<file path="src/rtl/layer_addr_seq_if.sv">
// Memory-side strobe bundle driven by layer_addr_seq: one enable/address group per buffer.
// Each enable is a one-cycle valid strobe with no ready; its address is meaningful only while it is high and reads 0 otherwise.
interface layer_addr_seq_if #(
    parameter int X_ADDR_W = 13,
    parameter int W_ADDR_W = 16,
    parameter int T_ADDR_W = 7,
    parameter int Y_ADDR_W = 10
);
    logic                x_en;
    logic [X_ADDR_W-1:0] x_addr;
    logic                w_en;
    logic [W_ADDR_W-1:0] w_addr;
    logic                t_en;
    logic                t_wen;
    logic [T_ADDR_W-1:0] t_addr;
    logic                y_en;
    logic                y_wen;
    logic [Y_ADDR_W-1:0] y_addr;

    modport master (
        output x_en, x_addr, w_en, w_addr,
        output t_en, t_wen, t_addr, y_en, y_wen, y_addr
    );

    modport slave (
        input x_en, x_addr, w_en, w_addr,
        input t_en, t_wen, t_addr, y_en, y_wen, y_addr
    );
endinterface

</file>
<file path="src/rtl/layer_addr_seq.sv">
// Per-layer address sequencer: read sweep (input/temp + weights), wait for the MAC array, write sweep (temp/result).
// Define LAYER_ADDR_SEQ_BOUNDS_CHK_EN to add the sticky err output flagging temp-buffer overruns at start.
module layer_addr_seq #(
    parameter int X_ADDR_W     = 13,
    parameter int W_ADDR_W     = 16,
    parameter int T_ADDR_W     = 7,
    parameter int Y_ADDR_W     = 10,
    parameter int CNT_W        = 10,
    parameter int X_PIC_STRIDE = 784,
    parameter int Y_PIC_STRIDE = 40,
    parameter int Y_STEP       = 4
) (
    input  logic                clk,
    input  logic                rst,
    input  logic                start,
    input  logic [CNT_W-1:0]    rows,
    input  logic [CNT_W-1:0]    cols,
    input  logic [W_ADDR_W-1:0] w_base,
    input  logic                first_layer,
    input  logic                last_layer,
    input  logic [3:0]          pic_idx,
    input  logic                stall,
    input  logic                mac_done,
    layer_addr_seq_if.master    mem,
    output logic                busy,
    output logic                rd_last,
    output logic                done,
    output logic [2:0]          state_dbg
`ifdef LAYER_ADDR_SEQ_BOUNDS_CHK_EN
    ,
    output logic                err
`endif
);

    typedef enum logic [2:0] {IDLE, RD, WAIT, WR, FIN} state_t;

    state_t                state_q, state_d;
    logic [CNT_W-1:0]      cnt_q, cnt_d;
    logic [CNT_W-1:0]      rows_q, cols_q;
    logic [W_ADDR_W-1:0]   wb_q;
    logic                  first_q, last_q;
    logic [3:0]            pic_q;

    logic                  latch, rd_issue, wr_issue, rd_last_d, done_d;
    logic                  cfg_sel, first_eff;
    logic [3:0]            pic_eff;
    logic [W_ADDR_W-1:0]   wb_eff;
    logic                  x_en_d, t_rd_d, t_wr_d, y_en_d;
    logic [X_ADDR_W-1:0]   x_next;
    logic [W_ADDR_W-1:0]   w_next;
    logic [T_ADDR_W-1:0]   t_next;
    logic [Y_ADDR_W-1:0]   y_next;

    assign state_dbg = state_q;

    // The first read is emitted on the accepting edge, so it must see the live config inputs.
    assign cfg_sel   = (state_q == IDLE);
    assign first_eff = cfg_sel ? first_layer : first_q;
    assign pic_eff   = cfg_sel ? pic_idx : pic_q;
    assign wb_eff    = cfg_sel ? w_base : wb_q;

    always_comb begin
        state_d   = state_q;
        cnt_d     = cnt_q;
        latch     = 1'b0;
        rd_issue  = 1'b0;
        wr_issue  = 1'b0;
        rd_last_d = 1'b0;
        done_d    = 1'b0;
        case (state_q)
            IDLE: begin
                if (start) begin
                    latch = 1'b1;
                    cnt_d = '0;
                    if (rows != '0) begin
                        rd_issue  = 1'b1;
                        rd_last_d = (rows == CNT_W'(1));
                        state_d   = rd_last_d ? WAIT : RD;
                        cnt_d     = rd_last_d ? '0 : CNT_W'(1);
                    end else begin
                        state_d = (cols == '0) ? FIN : WAIT;
                    end
                end
            end
            RD: begin
                if (!stall) begin
                    rd_issue = 1'b1;
                    if (cnt_q == rows_q - CNT_W'(1)) begin
                        rd_last_d = 1'b1;
                        state_d   = WAIT;
                        cnt_d     = '0;
                    end else begin
                        cnt_d = cnt_q + CNT_W'(1);
                    end
                end
            end
            WAIT: begin
                // A mac_done landing with the final read strobe belongs to no accepted wait.
                if (mac_done && !rd_last)
                    state_d = (cols_q == '0) ? FIN : WR;
            end
            WR: begin
                if (!stall) begin
                    wr_issue = 1'b1;
                    if (cnt_q == cols_q - CNT_W'(1)) begin
                        state_d = FIN;
                        cnt_d   = '0;
                    end else begin
                        cnt_d = cnt_q + CNT_W'(1);
                    end
                end
            end
            FIN: begin
                done_d  = 1'b1;
                state_d = IDLE;
            end
            default: begin
                state_d = IDLE;
                cnt_d   = '0;
            end
        endcase
    end

    assign x_en_d = rd_issue && first_eff;
    assign t_rd_d = rd_issue && !first_eff;
    assign t_wr_d = wr_issue && !last_q;
    assign y_en_d = wr_issue && last_q;

    assign x_next = X_ADDR_W'(32'(pic_eff) * 32'(X_PIC_STRIDE) + 32'(cnt_q));
    assign w_next = W_ADDR_W'(32'(wb_eff) + 32'(cnt_q));
    assign t_next = T_ADDR_W'(cnt_q);
    assign y_next = Y_ADDR_W'(32'(pic_q) * 32'(Y_PIC_STRIDE) + 32'(Y_STEP) * 32'(cnt_q));

    always_ff @(posedge clk) begin
        if (rst) begin
            state_q <= IDLE;
            cnt_q   <= '0;
            rows_q  <= '0;
            cols_q  <= '0;
            wb_q    <= '0;
            first_q <= 1'b0;
            last_q  <= 1'b0;
            pic_q   <= '0;
        end else begin
            state_q <= state_d;
            cnt_q   <= cnt_d;
            if (latch) begin
                rows_q  <= rows;
                cols_q  <= cols;
                wb_q    <= w_base;
                first_q <= first_layer;
                last_q  <= last_layer;
                pic_q   <= pic_idx;
            end
        end
    end

    always_ff @(posedge clk) begin
        if (rst) begin
            mem.x_en   <= 1'b0;
            mem.x_addr <= '0;
            mem.w_en   <= 1'b0;
            mem.w_addr <= '0;
            mem.t_en   <= 1'b0;
            mem.t_wen  <= 1'b0;
            mem.t_addr <= '0;
            mem.y_en   <= 1'b0;
            mem.y_wen  <= 1'b0;
            mem.y_addr <= '0;
            busy       <= 1'b0;
            rd_last    <= 1'b0;
            done       <= 1'b0;
        end else begin
            mem.x_en   <= x_en_d;
            mem.x_addr <= x_en_d ? x_next : '0;
            mem.w_en   <= rd_issue;
            mem.w_addr <= rd_issue ? w_next : '0;
            mem.t_en   <= t_rd_d || t_wr_d;
            mem.t_wen  <= t_wr_d;
            mem.t_addr <= (t_rd_d || t_wr_d) ? t_next : '0;
            mem.y_en   <= y_en_d;
            mem.y_wen  <= y_en_d;
            mem.y_addr <= y_en_d ? y_next : '0;
            // busy spans the done cycle as well as every non-idle state.
            busy       <= (state_d != IDLE) || done_d;
            rd_last    <= rd_last_d;
            done       <= done_d;
        end
    end

`ifdef LAYER_ADDR_SEQ_BOUNDS_CHK_EN
    localparam int unsigned T_LIM = 32'd1 << T_ADDR_W;

    always_ff @(posedge clk) begin
        if (rst)
            err <= 1'b0;
        else if (cfg_sel && start &&
                 ((!first_layer && 32'(rows) > T_LIM) || (!last_layer && 32'(cols) > T_LIM)))
            err <= 1'b1;
    end
`endif

endmodule
</file>
<file path="src/flat_wrapper.sv">
// flat-port wrapper written by rule: the top's interface ports become plain ports
module layer_addr_seq_flat 
#(
    parameter int X_ADDR_W     = 13,
    parameter int W_ADDR_W     = 16,
    parameter int T_ADDR_W     = 7,
    parameter int Y_ADDR_W     = 10,
    parameter int CNT_W        = 10,
    parameter int X_PIC_STRIDE = 784,
    parameter int Y_PIC_STRIDE = 40,
    parameter int Y_STEP       = 4
)
  (clk, rst, start, rows, cols, w_base, first_layer, last_layer, pic_idx, stall, mac_done, busy, rd_last, done, state_dbg, mem_x_en, mem_x_addr, mem_w_en, mem_w_addr, mem_t_en, mem_t_wen, mem_t_addr, mem_y_en, mem_y_wen, mem_y_addr);
  layer_addr_seq_if #(.X_ADDR_W(X_ADDR_W), .W_ADDR_W(W_ADDR_W), .T_ADDR_W(T_ADDR_W), .Y_ADDR_W(Y_ADDR_W)) mem_i ();
  input  logic clk;
  input  logic rst;
  input  logic start;
  input  logic [CNT_W-1:0] rows;
  input  logic [CNT_W-1:0] cols;
  input  logic [W_ADDR_W-1:0] w_base;
  input  logic first_layer;
  input  logic last_layer;
  input  logic [3:0] pic_idx;
  input  logic stall;
  input  logic mac_done;
  output logic busy;
  output logic rd_last;
  output logic done;
  output logic [2:0] state_dbg;
  output wire logic [$bits(mem_i.x_en)-1:0] mem_x_en;
  output wire logic [$bits(mem_i.x_addr)-1:0] mem_x_addr;
  output wire logic [$bits(mem_i.w_en)-1:0] mem_w_en;
  output wire logic [$bits(mem_i.w_addr)-1:0] mem_w_addr;
  output wire logic [$bits(mem_i.t_en)-1:0] mem_t_en;
  output wire logic [$bits(mem_i.t_wen)-1:0] mem_t_wen;
  output wire logic [$bits(mem_i.t_addr)-1:0] mem_t_addr;
  output wire logic [$bits(mem_i.y_en)-1:0] mem_y_en;
  output wire logic [$bits(mem_i.y_wen)-1:0] mem_y_wen;
  output wire logic [$bits(mem_i.y_addr)-1:0] mem_y_addr;
  assign mem_x_en = mem_i.x_en;
  assign mem_x_addr = mem_i.x_addr;
  assign mem_w_en = mem_i.w_en;
  assign mem_w_addr = mem_i.w_addr;
  assign mem_t_en = mem_i.t_en;
  assign mem_t_wen = mem_i.t_wen;
  assign mem_t_addr = mem_i.t_addr;
  assign mem_y_en = mem_i.y_en;
  assign mem_y_wen = mem_i.y_wen;
  assign mem_y_addr = mem_i.y_addr;
  layer_addr_seq #(.X_ADDR_W(X_ADDR_W), .W_ADDR_W(W_ADDR_W), .T_ADDR_W(T_ADDR_W), .Y_ADDR_W(Y_ADDR_W), .CNT_W(CNT_W), .X_PIC_STRIDE(X_PIC_STRIDE), .Y_PIC_STRIDE(Y_PIC_STRIDE), .Y_STEP(Y_STEP)) u_core (.clk(clk), .rst(rst), .start(start), .rows(rows), .cols(cols), .w_base(w_base), .first_layer(first_layer), .last_layer(last_layer), .pic_idx(pic_idx), .stall(stall), .mac_done(mac_done), .mem(mem_i), .busy(busy), .rd_last(rd_last), .done(done), .state_dbg(state_dbg));
endmodule
</file>
<file path="config.mk">
export PLATFORM = sky130hd
export DESIGN_NAME = layer_addr_seq_flat
export DESIGN_NICKNAME = d
export VERILOG_FILES = /design/src/rtl/layer_addr_seq_if.sv /design/src/rtl/layer_addr_seq.sv /design/src/flat_wrapper.sv
export SDC_FILE = /design/constraint.sdc
export NUM_CORES = 1
export LEC_CHECK = 0
export ABC_AREA = 1
export BUFFER_PORTS_ARGS = -buffer_cell sky130_fd_sc_hd__buf_4
export CAP_MARGIN = 10
export CELL_PAD_IN_SITES_DETAIL_PLACEMENT = 1
export CELL_PAD_IN_SITES_GLOBAL_PLACEMENT = 1
export CORE_AREA = 4 4 115 144
export DETAILED_ROUTE_END_ITERATION = 7
export DIE_AREA = 0 0 119 148
export PLACE_DENSITY = 0.81
export SYNTH_ARGS = -nofsm -noshare
export SYNTH_HDL_FRONTEND = slang
export SYNTH_SLANG_ARGS = --single-unit
</file>
<file path="constraint.sdc">
create_clock -name clk -period 3.99 [get_ports clk]
set_input_delay 0.5985 -clock clk [delete_from_list [all_inputs] [get_ports clk]]
set_output_delay 0.5985 -clock clk [all_outputs]
set_load 0.05 [all_outputs]
</file>
==> results of run 1 <==
[layout make-up]
class                      instances  area (sq um)  area share
multi-input combinational        603          3230       0.453
sequential                       107          2140       0.300
timing repair buffer             104           781       0.109
inverter                         114           430      0.0603
tap                              208           260      0.0365
clock buffer                      11           233      0.0326
clock inverter                     5          61.3     0.00859
[layout by cell type (no fill, tap or decap), drive strengths merged, types with 15 or more instances in the layout]
| cell | n |
|---|---|
| nand3 | 49 |
| inv | 115 |
| nor2 | 109 |
| dfxtp | 107 |
| a21oi | 77 |
| buf | 104 |
| ha | 35 |
| nand2 | 174 |
| xor2 | 15 |
| o21ai | 76 |
[power by group through the flow]
stage                     logic, mW  clock network [mW]  registers (mW)
final                         0.683               0.908            1.17
after global routing          0.775               0.980            1.18
after CTS                     0.689               0.926            1.17
after detailed placement      0.677                   0            1.20
after global placement        0.663                   0            1.20
after floorplan               0.414                   0            1.26
[worst max path at each step]
| stage | slack, ns | cells past startpoint | end |
|---|---|---|---|
| 2_1_floorplan | 0.78 | 17 | u_core.mem.x_addr[10] |
| 3_3_place_gp | 1.08 | 17 | u_core.mem.x_addr[12] |
| 3_5_place_dp | 0.97 | 17 | u_core.mem.x_addr[12] |
| 4_1_cts | 0.92 | 17 | u_core.mem.x_addr[12] |
| 5_1_grt | 0.48 | 16 | u_core.mem.x_addr[10] |
| 6_report | 0.89 | 17 | u_core.mem.x_addr[12] |
[cells by family (layout without fill, tap and decap cells)]
| family | after synthesis | after routing | synth area share |
|---|---|---|---|
| compound gates | 174 | 174 | 0.158 |
| xor+xnor | 26 | 26 | 0.0383 |
| fa+ha+maj | 39 | 39 | 0.0872 |
| buf+inv | 143 | 234 | 0.0964 |
| flops | 107 | 107 | 0.360 |
| other cells | 1 | 2 | 0.000631 |
| simple gates | 362 | 362 | 0.259 |
[metrics by stage]
| stage | hold WS, ns | util |
|---|---|---|
| floorplan | 0.416 | - |
| global placement | 0.437 | 0.454 |
| detailed placement | 0.440 | 0.454 |
| CTS | 0.450 | 0.473 |
| global route | 0.469 | 0.473 |
| finish | 0.455 | 0.473 |
[worst reg2reg max path, stage by stage (launching register included)]
cell and delay (ns):
dfxtp_1 0.35, nor2_1 0.16, nand2_1 0.08, inv_1 0.46, nand2_1 0.11, o21ai_0 0.17
ha_1 0.24, inv_1 0.06, fa_1 0.38, nor2_1 0.16, o21ai_0 0.10, nand2_1 0.09
nand2_1 0.07, nand2_1 0.06, a21oi_1 0.09, nand3b_1 0.19, xnor2_1 0.15, nor2_1 0.05
[state kept, by name (all words and copies together), names as in the netlist]
signal             count
u_core.pic_q           4
u_core.busy            1
u_core.rows_q         10
u_core.mem.y_en        1
u_core.mem.t_en        1
u_core.state_dbg       3
u_core.mem.x_addr     13
u_core.mem.x_en        1
u_core.first_q         1
u_core.mem.y_addr      8
u_core.mem.t_addr      7
u_core.mem.w_en        1
u_core.rd_last         1
u_core.wb_q           16
u_core.cols_q         10
u_core.done            1
u_core.last_q          1
u_core.mem.w_addr     16
u_core.mem.t_wen       1
u_core.cnt_q          10
[metal layers]
metal,vias up,GRT usage,wire length (um)
met5,-,0,0
met4,0,0.0823,381
met3,29,0.0329,825
met2,115,0.366,8700
met1,2636,0.249,7730
li1,2917,-,-
==> metrics.md, run 1 <==
| Metric | Value |
|---|---|
| Status | completed |
| Global Route Usage Sum | 0.207 |
| Finished Cell Area | 7140 sq um |
| Starting Density | 0.394 |
| Clock share of power | 0.328 |
| Inst Count DP | between 1k and 1.5k |
| Crit path arrival time | around 3.3 ns |
| Hold path start | u_core.last_q |
| Cell variety after synth | 40 |
| Global route overflow | 0 |
| # hold bufs at CTS | 0 |
| Synth Warn # | 0 |
| Diodes inserted | 0 |
| Seq cells post-synth | ~110 |
| Ports | between 100 and 150 |
| Pwr per Cell Area | about 390 nW/um^2 |
| Net Sw Power | 0.912 mW |
| Hold path depth | 1 |
| Clock sinks | 107 |
| CTS buffer count | 9 |
| Post CTS Setup Buffer Count | 0 |
| Share of layout cells above drive strength 1 | 0.156 |
| Clock root cell | clkbuf_16 |
| CORE AREA | 15100 sq um |
| Final setup fails | 0 |
| RSZ-0062 raised after global routing | no |
| GP Congestion | 0.828 |
| Clk_skew | 0.0114 ns |
| Vias per cell | between 4 and 5 |
| Drt pass-1 iters | 4 |
| Initial antenna violation count | 0 |
| Final setup margin | slightly below 0.9 ns |
| Top post-synthesis cells by count | nand2_1 (172), dfxtp_1 (107), nor2_1 (104) |
| Rel. slew slack | 0.398 |
| Cell mode on critical path | nand2_1 |
| Fin crit period | 3.10 ns |
| Clk buf depth | 2 |
| Reg2Reg Launch Point | u_core.state_dbg[1] |
| Clk slew on worst S/H paths | around 0.07 ns |
| Vias | approximately 5.7k |
| Die ar. | roughly 18000 sq um |
| Bufs and invs on worst path | 2 |
| Peak VDD IR | around 0.20 mV |
| Count leader, synth | nand2_1 |
| Worst-path fanout max | 25 |
| Worst Max-Slew Pin Slew | ~0.9 ns |
| P&R area growth vs syn | 20.1% |
| Switch share | 0.330 |
| Avg Inst Size Synth | roughly 7.0 sq um |
| Overall routed net length | about 18 mm |
| Crit path launch | u_core.state_dbg[1] |
| Dpl cell area | roughly 6800 sq um |
| Detail Placement HPWL | roughly 13 mm |
| Startpoint Class | flip-flop |
| Horiz. Die Dim | approximately 120 um |
| Fillers | between 1.5k and 2k |
| Register area share after synthesis | 0.360 |
| CP Capture Type | flip-flop |
| R2R Setup Slk | 0.89 ns |
| Sink of the worst hold path | u_core.mem.t_wen |
| R2R depth | 17 |
| Largest net degree at the start of global routing | 41 |
| Max H-tree Level | 3 |
| Post-synth EDFFs | 0 |
| Peak per-stage delay on the critical path | roughly 0.46 ns |
| Area contributors post-synth | dfxtp_1 (36%), nand2_1 (11%), ha_1 (7.4%) |
| Vias in the first global route | 6056 |
| Post_cts resized | 0 |
| Req. time, crit path | between 4 and 5 ns |
| Primary FF master, synth | dfxtp_1 |
| FP Rows | 50 |
| Combinational power share | 0.247 |
| # Max-Cap Violations | 0 |
| Crit-path slowest cell | inv_1 |
| Cell Int Power | 1.85 mW |
| Seq pwr share | 0.425 |
| Fin. max-slew vios | 0 |
| Antenna-violating nets left | 0 |
| Reg2reg end | u_core.mem.x_addr[12] |
| Cell Count, Final, Fillers Out | ~1.2k |
| Async set-reset flop share out of synthesis | 0 |
| Synth top area share | 0.360 |
| Kind of critical path | flip-flop to flip-flop |
| Fin Setup TNS | 0 ns |
| DRT iter0 DRCs | ~180 |
| Clock latency at the later pin of the worst-skew pair | 0.36 ns |
| Crit-path cells | nor2_1, nand2_1, inv_1, nand2_1, o21ai_0, ha_1, inv_1, fa_1, nor2_1, o21ai_0, nand2_1, nand2_1, nand2_1, a21oi_1, nand3b_1, xnor2_1, nor2_1 |
| Peak Freq | between 300 and 400 MHz |
| Final hold vios | 0 |
| First-pass GRT wire length | roughly 29 mm |
| Post-Place Worst Slack | 0.972 ns |
| Tcrit/Tclk final | 0.777 |
| Largest area contributor in the netlist | dfxtp_1 |
| Die Y | around 150 um |
| Drt wl/cell | approximately 15 um |
| DR DRC count | 0 |
| Hold Crit Class | flip-flop to flip-flop |
| Total power | 2.76 mW |
| Crit path max-delay family | simple AND/OR/NAND/NOR gates |
| IO buf count | 102 |
| Syn Inst Count | about 850 |
| CTS tree | built |
| Final #Nets | 1025 |
| Synthesized area | 5940 sq um |
| Leak Pwr | about 3.4 nW |
Note: power is estimated with default switching activity, not from simulation.
==> run 2, diff against run 1 <==
clock period = 2.9 ns   (was 3.99 ns; I/O delays follow)
==> metrics.md, run 2 (same netlist as run 1, synthesis figures left out) <==
| Metric | Value |
|---|---|
| Peak VDD IR | around 0.26 mV |
| Final hold vios | 0 |
| Status | completed |
| Tcrit/Tclk final | 0.913 |
| FP Rows | 50 |
| Hold path depth | 3 |
| First-pass GRT wire length | 30.1 mm |
| Overall routed net length | about 18 mm |
| Rel. slew slack | 0.381 |
| Fin. max-slew vios | 0 |
| Share of layout cells above drive strength 1 | 0.173 |
| DRT iter0 DRCs | 193 |
| CTS buffer count | 9 |
| # Max-Cap Violations | 0 |
| Largest net degree at the start of global routing | 63 |
| Antenna-violating nets left | 0 |
| Finished Core Util | 0.480 |
| Final #Nets | roughly 1.0k |
| Vias in the first global route | between 6k and 7k |
| Pwr per Cell Area | 524 nW/um^2 |
| Commonest non-fill, non-tap cell in the layout | nand2_1 |
| Horiz. Die Dim | 119 um |
| Crit path arrival time | between 2 and 3 ns |
| Hold path start | rows[9] |
| Cell Int Power | between 2 and 3 mW |
| Clock root cell | clkbuf_16 |
| IO buf count | slightly above 100 |
| Req. time, crit path | 3.12 ns |
| Reg2Reg Launch Point | u_core.state_dbg[1] |
| P&R area growth vs syn | 21.8% |
| Cell mode on critical path | nand2_1 |
| Max H-tree Level | 3 |
| Sink of the worst hold path | u_core.rows_q[9] |
| M1 WL | approximately 8 mm |
| Fin crit period | ~2.6 ns |
| Final setup fails | 0 |
| Die ar. | 17600 sq um |
| Vias | about 5.8k |
| R2R Setup Slk | between 0.2 and 0.3 ns |
| Crit-path cells | nor2_1, nand2_1, buf_4, o21ai_1, inv_1, ha_1, inv_1, nor2_2, o21ai_0, nand2_1, nand2_1, nand2_1, a21oi_1, nand3b_1, xnor2_1, nor2_1 |
| Worst Max-Slew Pin Slew | 0.927 ns |
| Die Y | 148 um |
| Clock share of power | 0.323 |
| Ports | 105 |
| Startpoint Class | flip-flop |
| Seq pwr share | 0.426 |
| Drt wl/cell | 15.3 um |
| Leak Pwr | ~3.5 nW |
| Starting Density | 0.394 |
| Reg2reg end | u_core.mem.x_addr[12] |
| Most frequent cells in the layout | nand2_1 (172), buf_4 (116), dfxtp_1 (104) |
| Post CTS Setup Buffer Count | 0 |
| Hold Crit Class | input pin to flip-flop |
| Clk_skew | 0.00829 ns |
| Clock sinks | about 110 |
| Highest metal layer with signal wires | met4 |
| DR DRC count | 0 |
| Detail Placement HPWL | 13.7 mm |
| Combinational power share | 0.251 |
| Met2 WL post-DR | 8.74 mm |
| Largest regs | u_core.mem.w_addr (16), u_core.wb_q (16), u_core.mem.x_addr (13) |
| RSZ-0062 raised after global routing | no |
| Global route overflow | 0 |
| Fillers | just under 2k |
| Diodes inserted | 0 |
| Global Route Usage Sum | 0.212 |
| Clk buf depth | 2 |
| Switch share | 0.325 |
| Kind of critical path | flip-flop to flip-flop |
| Clock latency at the later pin of the worst-skew pair | 0.36 ns |
| Peak Freq | approximately 380 MHz |
| CP Capture Type | flip-flop |
| Drt pass-1 iters | 4 |
| Peak per-stage delay on the critical path | around 0.36 ns |
| Crit-path slowest cell | dfxtp_4 |
| CTS tree | built |
| Fin Setup TNS | 0 ns |
| Initial antenna violation count | 0 |
| Net Sw Power | ~1.2 mW |
| GP Congestion | between 0.8 and 0.9 |
| R2R depth | 16 |
| Worst-path fanout max | 21 |
| Clk slew on worst S/H paths | 0.07 ns |
| Vias per cell | around 5 |
| CORE AREA | 15100 sq um |
| Met3 WL post-DR | 674 um |
[run 2: power by group through the flow]
stage / Combinational [mW] / Clock, mW / Sequential [mW]
2_1_floorplan: 0.569 / 0 / 1.74
3_3_place_gp: 0.921 / 0 / 1.64
3_5_place_dp: 0.945 / 0 / 1.65
4_1_cts: 0.954 / 1.25 / 1.61
5_1_grt: 1.08 / 1.32 / 1.62
6_report: 0.951 / 1.23 / 1.61
[run 2: timing repair]
action / 4_1_cts / 5_1_grt
setup endpoints to repair: 0 / 5
resized for setup: 0 / 6
hold endpoints to repair: 0 / 0
hold buffers: 0 / 0
[run 2: worst max-delay path by stage]
stage                              startpoint               endpoint
after floorplan           u_core.state_dbg[2]  u_core.mem.x_addr[10]
after global placement    u_core.state_dbg[1]  u_core.mem.x_addr[12]
after detailed placement  u_core.state_dbg[1]  u_core.mem.x_addr[12]
after CTS                 u_core.state_dbg[1]  u_core.mem.x_addr[12]
after global routing      u_core.state_dbg[2]  u_core.mem.x_addr[12]
final                     u_core.state_dbg[1]  u_core.mem.x_addr[12]
[run 2: through the flow]
stage	cells	hold WS [ns]	power, mW	worst slack [ns]	area (sq um)
global placement	1148	0.435	2.57	0.275	6940
floorplan	853	0.416	2.31	0.0165	5950
finish	1163	0.305	3.79	0.253	7240
CTS	1163	0.302	3.82	0.162	7230
detailed placement	1148	0.440	2.59	0.213	6940
global route	1163	0.313	4.02	0.0215	7240
[run 2: metal layers]
metal | vias to the layer above | global-route usage
met4 | 0 | 0.0690
met1 | 2739 | 0.262
met3 | 25 | 0.0387
met2 | 97 | 0.372
met5 | - | 0
li1 | 2937 | -
[run 2: critical path: cells and delay by family (launching register included)]
kind	cells	cell delay, ns
compound gates	3	0.52
flops	1	0.36
buf+inv	3	0.44
xor+xnor	1	0.12
simple gates	8	0.76
fa+ha+maj	1	0.32
[run 2: final cells by class]
type / instances / area, sq um / share of cell area
Sequential cell: 107 / 2150 / 0.297
Multi-Input combinational cell: 603 / 3240 / 0.447
Tap cell: 208 / 260 / 0.0359
Clock inverter: 1 / 5.00 / 0.000691
Timing Repair Buffer: 116 / 871 / 0.120
Inverter: 114 / 430 / 0.0595
Clock buffer: 14 / 285 / 0.0394
